==> src/rtl/uart_pkg.sv <==
// Shared UART definitions: FSM state encodings, oversampling constants and default frame shape.
package uart_pkg;

  localparam logic [1:0] IDLE  = 2'b00;
  localparam logic [1:0] START = 2'b01;
  localparam logic [1:0] DATA  = 2'b10;
  localparam logic [1:0] STOP  = 2'b11;

  localparam int unsigned OVERSAMPLE  = 16;
  localparam int unsigned MID_TICK    = 7;
  localparam int unsigned DBITS_DEF   = 8;
  localparam int unsigned SB_TICK_DEF = 16;

  // Tick counter must hold SB_TICK-1 = 31 for two stop bits.
  localparam int unsigned TICK_W  = 5;
  localparam int unsigned NBITS_W = 3;

endpackage

==> src/rtl/sync_2ff.sv <==
// Two-flop synchronizer for an asynchronous single-bit input, reset value selectable.
module sync_2ff #(
  parameter logic RST_VAL = 1'b1
) (
  input  logic clk_i,
  input  logic rst_i,
  input  logic d_i,
  output logic q_o
);

  logic meta_q;
  logic sync_q;

  // Two-stage capture of the asynchronous input.
  always_ff @(posedge clk_i) begin
    if (rst_i) begin
      meta_q <= RST_VAL;
      sync_q <= RST_VAL;
    end else begin
      meta_q <= d_i;
      sync_q <= meta_q;
    end
  end

  assign q_o = sync_q;

endmodule

==> src/rtl/uart_receiver.sv <==
// UART receive engine: 16x oversampled start/data/stop framing, LSB-first, registered outputs.
module uart_receiver
  import uart_pkg::*;
#(
  parameter int unsigned DBITS   = DBITS_DEF,
  parameter int unsigned SB_TICK = SB_TICK_DEF
) (
  input  logic             clk_100MHz,
  input  logic             reset,
  input  logic             rx,
  input  logic             sample_tick,
  output logic [DBITS-1:0] data_out,
  output logic             rx_done,
  output logic             frame_err,
  output logic [1:0]       state_out
);

  logic               rx_s;
  logic [1:0]         state_q, state_d;
  logic [TICK_W-1:0]  tick_q, tick_d;
  logic [NBITS_W-1:0] nbits_q, nbits_d;
  logic [DBITS-1:0]   shift_q, shift_d;
  logic [DBITS-1:0]   data_q, data_d;
  logic               done_q, done_d;
  logic               ferr_q, ferr_d;

  sync_2ff #(
    .RST_VAL(1'b1)
  ) u_rx_sync (
    .clk_i(clk_100MHz),
    .rst_i(reset),
    .d_i  (rx),
    .q_o  (rx_s)
  );

  // State and datapath registers.
  always_ff @(posedge clk_100MHz) begin
    if (reset) begin
      state_q <= IDLE;
      tick_q  <= '0;
      nbits_q <= '0;
      shift_q <= '0;
      data_q  <= '0;
      done_q  <= 1'b0;
      ferr_q  <= 1'b0;
    end else begin
      state_q <= state_d;
      tick_q  <= tick_d;
      nbits_q <= nbits_d;
      shift_q <= shift_d;
      data_q  <= data_d;
      done_q  <= done_d;
      ferr_q  <= ferr_d;
    end
  end

  // Next-state and output logic; idle leaves on a low line without waiting for a tick.
  always_comb begin
    state_d = state_q;
    tick_d  = tick_q;
    nbits_d = nbits_q;
    shift_d = shift_q;
    data_d  = data_q;
    done_d  = 1'b0;
    ferr_d  = ferr_q;

    case (state_q)
      IDLE: begin
        if (!rx_s) begin
          state_d = START;
          tick_d  = '0;
        end
      end

      START: begin
        if (sample_tick) begin
          if (tick_q == TICK_W'(MID_TICK)) begin
            tick_d = '0;
            if (!rx_s) begin
              state_d = DATA;
              nbits_d = '0;
            end else begin
              // Line back high at the start-bit midpoint: treat as noise.
              state_d = IDLE;
            end
          end else begin
            tick_d = tick_q + TICK_W'(1);
          end
        end
      end

      DATA: begin
        if (sample_tick) begin
          if (tick_q == TICK_W'(OVERSAMPLE - 1)) begin
            shift_d = {rx_s, shift_q[DBITS-1:1]};
            tick_d  = '0;
            if (nbits_q == NBITS_W'(DBITS - 1)) begin
              state_d = STOP;
            end else begin
              nbits_d = nbits_q + NBITS_W'(1);
            end
          end else begin
            tick_d = tick_q + TICK_W'(1);
          end
        end
      end

      STOP: begin
        if (sample_tick) begin
          if (tick_q == TICK_W'(SB_TICK - 1)) begin
            data_d  = shift_q;
            ferr_d  = ~rx_s;
            done_d  = 1'b1;
            tick_d  = '0;
            state_d = IDLE;
          end else begin
            tick_d = tick_q + TICK_W'(1);
          end
        end
      end

      default: begin
        state_d = IDLE;
        tick_d  = '0;
      end
    endcase
  end

  assign data_out  = data_q;
  assign rx_done   = done_q;
  assign frame_err = ferr_q;
  assign state_out = state_q;

endmodule

==> config.mk <==
export PLATFORM = sky130hd
export DESIGN_NAME = uart_receiver
export DESIGN_NICKNAME = d
export VERILOG_FILES = /design/src/rtl/uart_pkg.sv /design/src/rtl/sync_2ff.sv /design/src/rtl/uart_receiver.sv
export SDC_FILE = /design/constraint.sdc
export NUM_CORES = 1
export LEC_CHECK = 0
export CAP_MARGIN = 15
export CORE_AREA = 2 2 51 53
export DETAILED_ROUTE_END_ITERATION = 6
export DIE_AREA = 0 0 53 55
export DONT_BUFFER_PORTS = 1
export GPL_TIMING_DRIVEN = 0
export HOLD_SLACK_MARGIN = 0.02
export PLACE_DENSITY = 0.72
export SETUP_SLACK_MARGIN = 0.02
export SLEW_MARGIN = 20
export SYNTH_ARGS = -nofsm -noshare
export SYNTH_HDL_FRONTEND = slang
export SYNTH_SLANG_ARGS = --single-unit
==> constraint.sdc <==
create_clock -name clk_100MHz -period 1.98 [get_ports clk_100MHz]
set_input_delay 0.198 -clock clk_100MHz [delete_from_list [all_inputs] [get_ports clk_100MHz]]
set_output_delay 0.198 -clock clk_100MHz [all_outputs]
set_load 0.05 [all_outputs]
=== Word level (Yosys, flattened, before mapping) ===
Index checks and enable logic that the tools add are counted.

* Logic and storage cells: 64
* Register bits after elaboration: 30
* Input port bits: 4
* Output and inout bits: 12

* Bitwise gates (word level): 3
* Mux-type cells: 24
* Add/subtract/negate cells: 2
* Reduce and logical (&&, ||, !) cells: 9
* Equality and inequality tests: 17

{| class="wikitable"
|+ Operators with widths
! cell !! count
|-
| two-way mux 5 bit || 5
|-
| != test 2 bit, second input constant || 10
|-
| two-way mux 2 bit || 9
|-
| two-way mux 3 bit || 6
|-
| one-hot mux 5 bit (3 select lines) || 1
|-
| AND reduction 3 bit || 3
|-
| one-hot mux 2 bit (4 select lines) || 1
|-
| AND reduction 8 bit || 1
|-
| AND reduction 7 bit || 1
|-
| one-hot mux 3 bit (2 select lines) || 1
|-
| adder 5 x 1 -> 5 bit, second input constant || 1
|-
| == test 5 x 3 -> 1 bit, second input constant || 1
|-
| == test 5 x 4 -> 1 bit, second input constant || 1
|-
| == test 2 bit, second input constant || 2
|-
| adder 3 x 1 -> 3 bit, second input constant || 1
|-
| == test 3 bit, second input constant || 1
|-
| NOT 1 bit || 3
|-
| OR reduction 3 bit || 1
|-
| == test 2 x 1 -> 1 bit, second input constant || 1
|-
| logical NOT 2 bit || 1
|-
| != test 2 x 1 -> 1 bit, second input constant || 1
|-
| nonzero test 2 bit || 1
|-
| OR reduction 2 bit || 1
|-
| two-way mux 1 bit || 1
|}

=== Depth between registers and ports, before layout ===
Gate-level depths: netlist of run 1.

* Word-level depth: 5
* Depth in mapped cells: 6
* Gate-level depth less buffers: 6

=== Cells and area by module ===
From an unflattened synthesis of run 1, not the netlist that was laid out.

* Cell total of the unflattened synthesis: 134
* Area, all modules: 1322.5 um^2

{| class="wikitable"
|+ By module, submodules not included
! module !! area an instance (um^2) !! sequential area each (um^2) !! cells each !! times used
|-
| uart_receiver || 1270.0 || 560.5 || 130 || 1
|-
| sync_2ff || 52.6 || 40.0 || 4 || 1
|}

=== Worst setup path after synthesis of run 1 ===
No wires, ideal clock.

* Path type: flip-flop to flip-flop
* From: register (tool-made name)
* To: register shift_q[5]
* Slack: 0.076 ns
* Setup time: 0.128 ns
* Arrival time: 1.776 ns
* Path buffers: 1
* Required time: 1.852 ns
* Stages on the path, launching flop included: 6
* Clock period less this slack: 1.904 ns
* Path through: dfxtp_1 -> buf_2 -> nand2_1 -> nor4_4 -> mux2i_1 -> nor2_1

{| class="wikitable"
|+ RTL lines
! item !! RTL line !! text
|-
| end signal, assigned || uart_receiver.sv:50 || <nowiki>shift_q <= shift_d;</nowiki>
|-
| end, declared || uart_receiver.sv:22 || <nowiki>logic [DBITS-1:0] shift_q, shift_d;</nowiki>
|}

=== Final worst setup path of run 1 ===
* From: register tick_q[0]
* To: register nbits_q[0]

* Word-level cells in the longest chain between the ends: 3
* Elaborated cells on any way between the ends: 5
* Those cells by class: 4 x eq/ne; 1 x reduce/logical

{| class="wikitable"
|+ RTL lines
! item !! RTL line !! text
|-
| start, declared || uart_receiver.sv:20 || <nowiki>logic [TICK_W-1:0] tick_q, tick_d;</nowiki>
|-
| start signal, assigned || uart_receiver.sv:48 || <nowiki>tick_q <= tick_d;</nowiki>
|-
| == test 5 x 4 -> 1 bit / == test 5 x 3 -> 1 bit (equally long branches) || uart_receiver.sv:94, uart_receiver.sv:77 ||
|-
| != test 2 bit (no line) || n/a ||
|-
| AND reduction 7 bit (no line) * || n/a ||
|-
| end signal, assigned || uart_receiver.sv:49 || <nowiki>nbits_q <= nbits_d;</nowiki>
|-
| end, declared || uart_receiver.sv:21 || <nowiki>logic [NBITS_W-1:0] nbits_q, nbits_d;</nowiki>
|}

Every way passes the cells marked *; elsewhere a longest branch is shown, timed or not.
A chain may end at the register's enable or synchronous reset.

==> qor.yml, run 1 <==
status:
  status: "finished clean"
place:
  hpwl_um: 1720
  dp.cells: 170
  place.port_buffers: 0
  place_area_um2: 1370
  gp_congestion: 0.814
power_and_ir_drop:
  peakVddDrop_mv: 0.524
  clkPwrFrac_pct: 33.6
  p_seq_share_pct: 60.6
  p_per_area_nw_per_um2: 701
  intPower_uw: 792
  p_comb_share_pct: 5.9
  switchingPower_uw: 233
  p_leak_nw: 0.532
  switching_share_pct: 22.7
finish:
  instances_no_fill: 178
  final_core_util_pct: 61.9
  stdcell_area_um2: 1460
  drive_gt1_share_pct: 13.5
  fin_nets: 157
  area_delta_synth_final_pct: 9.46
  insertedDiodeCount: 0
clock_network:
  cts_max_level: 2
  cts_tree: "built"
  clock_path_buffers: 2
  clock_latency_ns: 0.32
  clock_sinks: 30
  clock-root-buffer: "clkbuf_4"
  cts_buffers: 5
  clk_pin_slew_ns: 0.09
yosys:
  synth_cells: 140
  synthArstFlopShare_pct: 0
  ys_seq_elements: 30
  yosysTopAreaCell: "dfxtp_1"
  synth_top_cell_area_share_pct: 44.9
  yosysUniqueCellTypes: 36
  synthesis.nets: 148
  synth_top_flop_cell: "dfxtp_1"
  synth_area_leaders: "dfxtp_1 45%, mux2i_1 13%, nor2_1 5.6%, ha_1 3.7%, or3_1 2.3%"
  synth_edf_count: 0
  syn_area_um2: 1340
  synth_seq_area_share_pct: 44.9
  syn_area_per_cell_um2: 9.54
  yosys_warnings: 0
die:
  num_rows: 18
  die_y_um: 55
  start_util_pct: 56.5
  die_w_um: 53
  num_io_pins: 16
  coreArea_um2: 2360
  dieArea_um2: 2920
sta:
  finalCriticalPeriod_ns: 1.83
  skew_ns: 0.00908
  max_slew_margin_pct: 65.4
  worst_slew_pin_slew_ns: 0.518
  finalCritPeriodShare_pct: 92.3
  setup-violations-final: 0
  fmax_mhz: 547
  rsz0062_at_grt: "false"
  tns_ns: 0
  holdWs_ns: 0.0585
  slew_viol_final: 0
  final_hold_viol_count: 0
drt:
  vias: 1017
  vias_per_cell: 5.71
  drt_iter0_markers: 30
  routedWlPerCell_um: 13.7
  drc: 0
  firstDrtPassIters: 4
  antenna_left: 0
  routed_wl_um: 2440
global_route:
  antenna_found_initial: 0
  grt_max_degree: 11
  grt_use_total_pct: 19.8
  overflow: 0
  grt_pass1_vias: 908
  grt_pass1_wl_um: 4060
worst_setup_path:
  critPathMaxFanout: 6
  cp.arrival_ns: 2.08
  cp.required_ns: 2.24
  critPathCaptureType: "flip-flop"
  start_kind: "flip-flop"
  path_class: "flip-flop to flip-flop"
run:
  maxCapViolations: 0
hold_path:
  min_path_type: "input port to flip-flop"
==> path summary, 6_finish.rpt <==
| check | from | to | slack (ns) | depth (start not counted) |
|---|---|---|---|---|
| max | tick_q[0] | nbits_q[0] | 0.15 | 5 |
| min | sample_tick | rx_done | 0.06 | 2 |
| max reg2reg | tick_q[0] | nbits_q[0] | 0.15 | 5 |
| min reg2reg | u_rx_sync.meta_q | u_rx_sync.q_o | 0.43 | 1 |
==> cell usage in the layout, fill, tap and decap left out, types with 2 or more instances in the layout <==
master,instances
mux2i_1,17
a211oi_1,4
nor2_1,20
o21ai_0,5
or3_1,5
inv_1,5
or2_2,3
clkbuf_4,6
dfxtp_1,28
ha_1,4
a21oi_1,5
nand3_1,4
nor2b_1,2
a31oi_1,2
nand2_1,7
clkbuf_1,3
nor3_1,3
==> through the flow <==
step | worst slack, ns | total power, mW
final | 0.152 | 1.02
after global routing | 0.0571 | 1.08
after CTS | 0.0588 | 1.04
after detailed placement | -0.170 | 0.694
after global placement | -0.149 | 0.691
after floorplan | 0.0764 | 0.681
==> what timing repair did <==
action,4_1_cts,5_1_grt
pin swaps,1,0
hold endpoints to repair,1,0
resized for setup,1,3
hold buffers,1,0
buffers inserted,1,0
endpoints found under the setup margin,18,10
==> cell families after synthesis <==
group                    count (synthesis)  share of synthesized area, %
AO/OA/AOI/OAI                           21                          9.83
flip-flops                              30                          44.9
XOR/XNOR                                 2                          1.31
multiplexers                            17                          12.7
adder cells (fa/ha/maj)                  4                          3.75
buffers and inverters                   12                          4.40
AND/OR/NAND/NOR                         54                          23.0
==> sequential cells by signal, summed over array words and instances, names as in the netlist, named ones only <==
signal	cells
tick_q	5
shift_q	8
u_rx_sync.q_o	1
u_rx_sync.meta_q	1
state_out	1
data_out	8
rx_done	1
nbits_q	3
frame_err	1
==> cell type report <==
class | instances | area (µm²)
fill | 208 | 902
clock buffer | 6 | 51.3
sequential | 30 | 606
inverter | 5 | 18.8
tap | 30 | 37.5
multi-input combinational | 98 | 677
timing repair buffer | 2 | 30.0
buffer | 7 | 42.5
==> power groups by stage <==
stage	Clock, mW	Combinational (mW)	Sequential, mW
3_3_place_gp	0	0.0554	0.636
4_1_cts	0.360	0.0600	0.622
3_5_place_dp	0	0.0580	0.636
5_1_grt	0.387	0.0670	0.622
6_report	0.344	0.0601	0.621
2_1_floorplan	0	0.0460	0.635
==> worst max-delay path, stage by stage, from the launching register on <==
cell      delay [ns]
dfxtp_1         0.37
ha_1            0.31
and4bb_1        0.29
o22ai_1         0.18
or4b_1          0.49
a21oi_1         0.12
==> Yosys cell counts (2+ instances only) <==
| cell type | number |
|---|---|
| a211oi_1 | 4 |
| a21oi_1 | 5 |
| a31oi_1 | 2 |
| buf_2 | 2 |
| clkbuf_1 | 3 |
| dfxtp_1 | 30 |
| ha_1 | 4 |
| inv_1 | 5 |
| mux2i_1 | 17 |
| nand2_1 | 7 |
| nand3_1 | 4 |
| nor2_1 | 20 |
| nor2b_1 | 2 |
| nor3_1 | 3 |
| o21ai_0 | 5 |
| or2_2 | 3 |
| or3_1 | 5 |
==> layer usage <==
layer  wire length, µm  global-route usage, %  vias up
met5                 0                      0        -
met1              1060                   24.8      470
met4                44                   7.69        0
met2              1170                   30.8       29
li1                  -                      -      511
met3               157                   7.80        7
No activity file was read; power rests on OpenSTA's default activity.
==> inputs of run 2 (changes only) <==
Settings changed: CELL_PAD_IN_SITES_DETAIL_PLACEMENT from default to 2, CELL_PAD_IN_SITES_GLOBAL_PLACEMENT from default to 2, CORE_AREA 2 2 51 53 to 2 2 63 65, DIE_AREA 0 0 53 55 to 0 0 65 67, PLACE_DENSITY 0.72 to default, PLACE_DENSITY_LB_ADDON from default to 0.1.
==> run 2 against run 1 <==
  * Fmax is 2.5% higher
  * Sequential share of layout area down 2.3 points
  * Wire length is 27% higher
  * Combinational power is 4.3% higher
  * Critical endpoint unchanged
  * Setup slack improved by 0.044 ns
  * Via count down 1.5%
  * Global-route usage shrank 2.6 points
  * Register-to-register slack improved by 0.04 ns
==> qor.yml, run 2 (same netlist as run 1, synthesis figures left out) <==
status:
  status: "finished clean"
place:
  dp.cells: 188
  place_area_um2: 1400
  pre_cts_ws_ns: -0.256
  place.port_buffers: 0
  gp_congestion: 0.837
  hpwl_um: 2240
sta:
  finalWorstSetupSlack_ns: 0.196
  final_hold_viol_count: 0
  slew_viol_final: 0
  setup-violations-final: 0
  holdWs_ns: 0.113
  skew_ns: 0.00829
  finalCritPeriodShare_pct: 90.1
  tns_ns: 0
  worst_slew_pin_slew_ns: 0.525
  fmax_mhz: 561
  rsz0062_at_grt: "false"
  finalCriticalPeriod_ns: 1.78
  max_slew_margin_pct: 65.0
finish:
  area_delta_synth_final_pct: 16.0
  final_core_util_pct: 43.0
  stdcell_area_um2: 1550
  regArea_um2: 606
  layout_common_cells: "28 x dfxtp_1, 20 x nor2_1, 17 x mux2i_1"
  drive_gt1_share_pct: 16.0
  insertedDiodeCount: 0
  multi_input_area_um2: 699
  final_common_cell: "dfxtp_1"
  fill_cells: 400
  fin_nets: 157
  instances_no_fill: 198
drt:
  vias_per_cell: 5.06
  drc: 0
  routedWlPerCell_um: 15.6
  firstDrtPassIters: 3
  routed_wl_um: 3090
  antenna_left: 0
  drt_iter0_markers: 44
  vias: 1002
worst_setup_path:
  critPathTopFamily: "simple AND/OR/NAND/NOR gates"
  cp.required_ns: 2.18
  critPathMaxFanout: 6
  r2r_end: "nbits_q[0]"
  crit-reg2reg-launch: "nbits_q[0]"
  start_kind: "flip-flop"
  crit_top_cell: "ha_1"
  worstPathCellList: "ha_1 > ha_1 > nor2b_1 > a32oi_2 > or4b_1 > a21oi_1"
  path_class: "flip-flop to flip-flop"
  critPathCaptureType: "flip-flop"
  cp.arrival_ns: 1.99
  rr_worst_depth: 6
  r2r_slack_ns: 0.20
  crit_slowest_cell: "or4b_1"
  cpPeakStageDelay_ns: 0.52
  crit_cells: 6
  worst-path-buf-inv: 0
die:
  die_y_um: 67
  start_util_pct: 37.1
  die_w_um: 65
  num_rows: 22
  num_io_pins: 16
  coreArea_um2: 3610
  dieArea_um2: 4360
global_route:
  grt_pass1_vias: 1140
  grt_pass1_wl_um: 5490
  grt_use_total_pct: 17.2
  grt_max_degree: 11
  antenna_found_initial: 0
  overflow: 0
run:
  maxCapViolations: 0
hold_path:
  min_path_type: "input port to flip-flop"
  hold_depth: 2
  min_from: "sample_tick"
  min_to: "rx_done"
clock_network:
  clock_sinks: 30
  clock-root-buffer: "clkbuf_8"
  clock_path_buffers: 2
  cts_max_level: 2
  clock_latency_ns: 0.28
  cts_buffers: 5
  clk_pin_slew_ns: 0.07
  cts_tree: "built"
power_and_ir_drop:
  p_leak_nw: 0.559
  peakVddDrop_mv: 0.396
  total_power_mw: 1.19
  p_per_area_nw_per_um2: 769
==> run 2: metal layers <==
| layer | routed length (µm) | share of wire, % | vias to the layer above | GRT usage [%] |
|---|---|---|---|---|
| met2 | 1630 | 53 | 10 | 30.5 |
| met3 | 88 | 2.8 | 3 | 4.90 |
| met1 | 1340 | 43 | 483 | 18.9 |
| met5 | 0 | 0 | - | 0 |
| li1 | - | - | 506 | - |
| met4 | 39 | 1.3 | 0 | 7.98 |
==> run 2: worst register-to-register path, stage by stage (launching register included) <==
cell and delay (ns):
dfxtp_1 0.32, ha_1 0.21, ha_1 0.20, nor2b_1 0.15, a32oi_2 0.17, or4b_1 0.52, a21oi_1 0.14
==> run 2: repair_timing <==
action | 4_1_cts | 5_1_grt
hold buffers | 1 | 0
resized for setup | 2 | 7
hold endpoints to repair | 1 | 0
setup buffers | 1 | 0
pin swaps | 1 | 0
endpoints found under the setup margin | 18 | 12
==> run 2: area by class of cell <==
class                           instances  area share, %
Buffer                                  7           2.91
Clock buffer                            7           5.57
Clock inverter                          1          0.323
Inverter                                5           1.21
Multi-Input combinational cell         98           45.1
Sequential cell                        30           39.1
Tap cell                               48           3.87
Timing Repair Buffer                    2           1.94
==> run 2: how the worst max path moves through the flow <==
stage | start | end | slack (ns)
2_1_floorplan | flip-flop | shift_q[5] | 0.08
3_3_place_gp | flip-flop | shift_q[6] | -0.19
3_5_place_dp | flip-flop | shift_q[3] | -0.26
4_1_cts | flip-flop | frame_err | 0.07
5_1_grt | tick_q[0] | nbits_q[0] | 0.03
6_report | nbits_q[0] | nbits_q[0] | 0.20
==> run 2: report_power, final <==
group	total (mW)	internal (mW)	switching, mW
combinational	0.0627	0.0244	0.0382
clock	0.507	0.280	0.227
sequential	0.623	0.609	0.0131
total	1.19	0.914	0.278
==> inputs of run 3 (changes only) <==
==> constraint.sdc (replaced) <==
create_clock -name clk_100MHz -period 1.98 [get_ports clk_100MHz]
set_input_delay 0.297 -clock clk_100MHz [delete_from_list [all_inputs] [get_ports clk_100MHz]]
set_output_delay 0.297 -clock clk_100MHz [all_outputs]
set_load 0.05 [all_outputs]
==> run 3 against run 2 <==
  * Clock skew about the same
  * Die area unchanged
  * Clock power is essentially flat
  * First-iteration DRC count down 34%
  * Critical endpoint unchanged
  * Largest power group unchanged
  * Core utilization shrank 0.28 points
  * Via count shrank 0.20%
  * Non-clock buffer count fell by 1
==> qor.yml, run 3 (same netlist as run 1, synthesis figures left out) <==
die:
  die_y_um: 67
  dieArea_um2: 4360
  coreArea_um2: 3610
  start_util_pct: 37.1
  num_io_pins: 16
  num_rows: 22
  die_w_um: 65
place:
  place.port_buffers: 0
  pre_cts_ws_ns: -0.256
  place_area_um2: 1400
  gp_congestion: 0.837
  hpwl_um: 2240
clock_network:
  clock-root-buffer: "clkbuf_8"
  cts_tree: "built"
  holdBufCountCts: 0
  cts_max_level: 2
  cts_buffers: 5
  clock_sinks: 30
  clock_latency_ns: 0.28
  clk_pin_slew_ns: 0.06
  clock_path_buffers: 2
worst_setup_path:
  r2r_slack_ns: 0.20
  crit_slowest_cell: "or4b_1"
  worstPathCellList: "ha_1 > ha_1 > nor2b_1 > a32oi_2 > or4b_1 > a21oi_1"
  critPathCaptureType: "flip-flop"
  crit_top_cell: "ha_1"
  cp.required_ns: 2.18
  start_kind: "flip-flop"
  cpPeakStageDelay_ns: 0.52
  cp.arrival_ns: 1.99
  path_class: "flip-flop to flip-flop"
  critPathMaxFanout: 6
status:
  status: "finished clean"
finish:
  insertedDiodeCount: 0
  layout_common_cells: "28 x dfxtp_1, 20 x nor2_1, 17 x mux2i_1"
  final_common_cell: "dfxtp_1"
  drive_gt1_share_pct: 16.1
  area_delta_synth_final_pct: 15.3
  fin_nets: 156
  stdcell_area_um2: 1540
drt:
  vias_per_cell: 5.08
  vias: 1000
  firstDrtPassIters: 4
  drt_iter0_markers: 29
  drc: 0
  routedWlPerCell_um: 15.5
  routed_wl_um: 3050
  antenna_left: 0
power_and_ir_drop:
  p_per_area_nw_per_um2: 773
  peakVddDrop_mv: 0.398
  p_leak_nw: 0.555
global_route:
  grt_use_total_pct: 17.0
  overflow: 0
  grt_pass1_wl_um: 5430
  grt_max_degree: 11
  antenna_found_initial: 0
  grt_pass1_vias: 1122
sta:
  final_hold_viol_count: 0
  finalCriticalPeriod_ns: 1.78
  rsz0062_at_grt: "false"
  setup-violations-final: 0
  skew_ns: 0.00859
  slew_viol_final: 0
  holdWs_ns: 0.118
  tns_ns: 0
  fmax_mhz: 561
  finalWorstSetupSlack_ns: 0.197
  worst_slew_pin_slew_ns: 0.539
  finalCritPeriodShare_pct: 90.1
  max_slew_margin_pct: 64.0
hold_path:
  min_path_type: "input port to flip-flop"
run:
  maxCapViolations: 0
==> run 3: changes by cell type in the layout (fill, tap and decap cells not counted) <==
cell,previous run,this run
dlygate4sd3_1,1,0
==> run 3: final timing paths <==
path,startpoint,end,cells past startpoint
worst min register to register,u_rx_sync.meta_q,u_rx_sync.q_o,1
worst min-delay path,rx,u_rx_sync.meta_q,1
worst max register to register,nbits_q[0],nbits_q[0],6
worst max-delay path,nbits_q[0],nbits_q[0],6
==> run 3: per-stage QoR <==
step / cells / utilization [%] / total power [mW]
after global routing: 197 / 42.7 / 1.24
final: 197 / 42.7 / 1.19
after floorplan: 140 / - / 0.681
after CTS: 197 / 41.9 / 1.21
after detailed placement: 188 / 38.7 / 0.697
after global placement: 188 / 38.7 / 0.694
==> run 3: area by class of cell <==
class / instances / area [µm²]
sequential: 30 / 606
tap: 48 / 60.1
clock inverter: 1 / 5.00
multi-input combinational: 98 / 699
fill: 403 / 2070
inverter: 5 / 18.8
timing repair buffer: 1 / 20.0
buffer: 7 / 45.0
clock buffer: 7 / 86.3
==> run 3: metal layers <==
layer / up-vias / GRT usage (%) / wire (µm) / part of all wire [%]
li1: 506 / - / - / -
met1: 481 / 18.9 / 1320 / 43
met2: 10 / 29.8 / 1590 / 52
met3: 3 / 4.90 / 94 / 3.1
met4: 0 / 7.98 / 37 / 1.2
met5: - / 0 / 0 / 0
==> run 3: critical path: cells and delay by family (launching register included) <==
family / cells / cell delay (ns)
adder cells (fa/ha/maj): 2 / 0.41
AO/OA/AOI/OAI: 2 / 0.30
flip-flops: 1 / 0.32
AND/OR/NAND/NOR: 2 / 0.67
==> run 3: timing repair <==
action                     4_1_cts  5_1_grt
buffers inserted                 1        0
gates resized for setup          2        7
pin swaps                        1        0
setup endpoints to repair       18       12
==> run 3: report_power, final <==
group,total (mW),internal [mW],leakage [nW],switching [mW]
clock network,0.506,0.280,0.0482,0.227
registers,0.622,0.609,0.244,0.0130
logic,0.0610,0.0231,0.263,0.0379
total,1.19,0.912,0.555,0.277
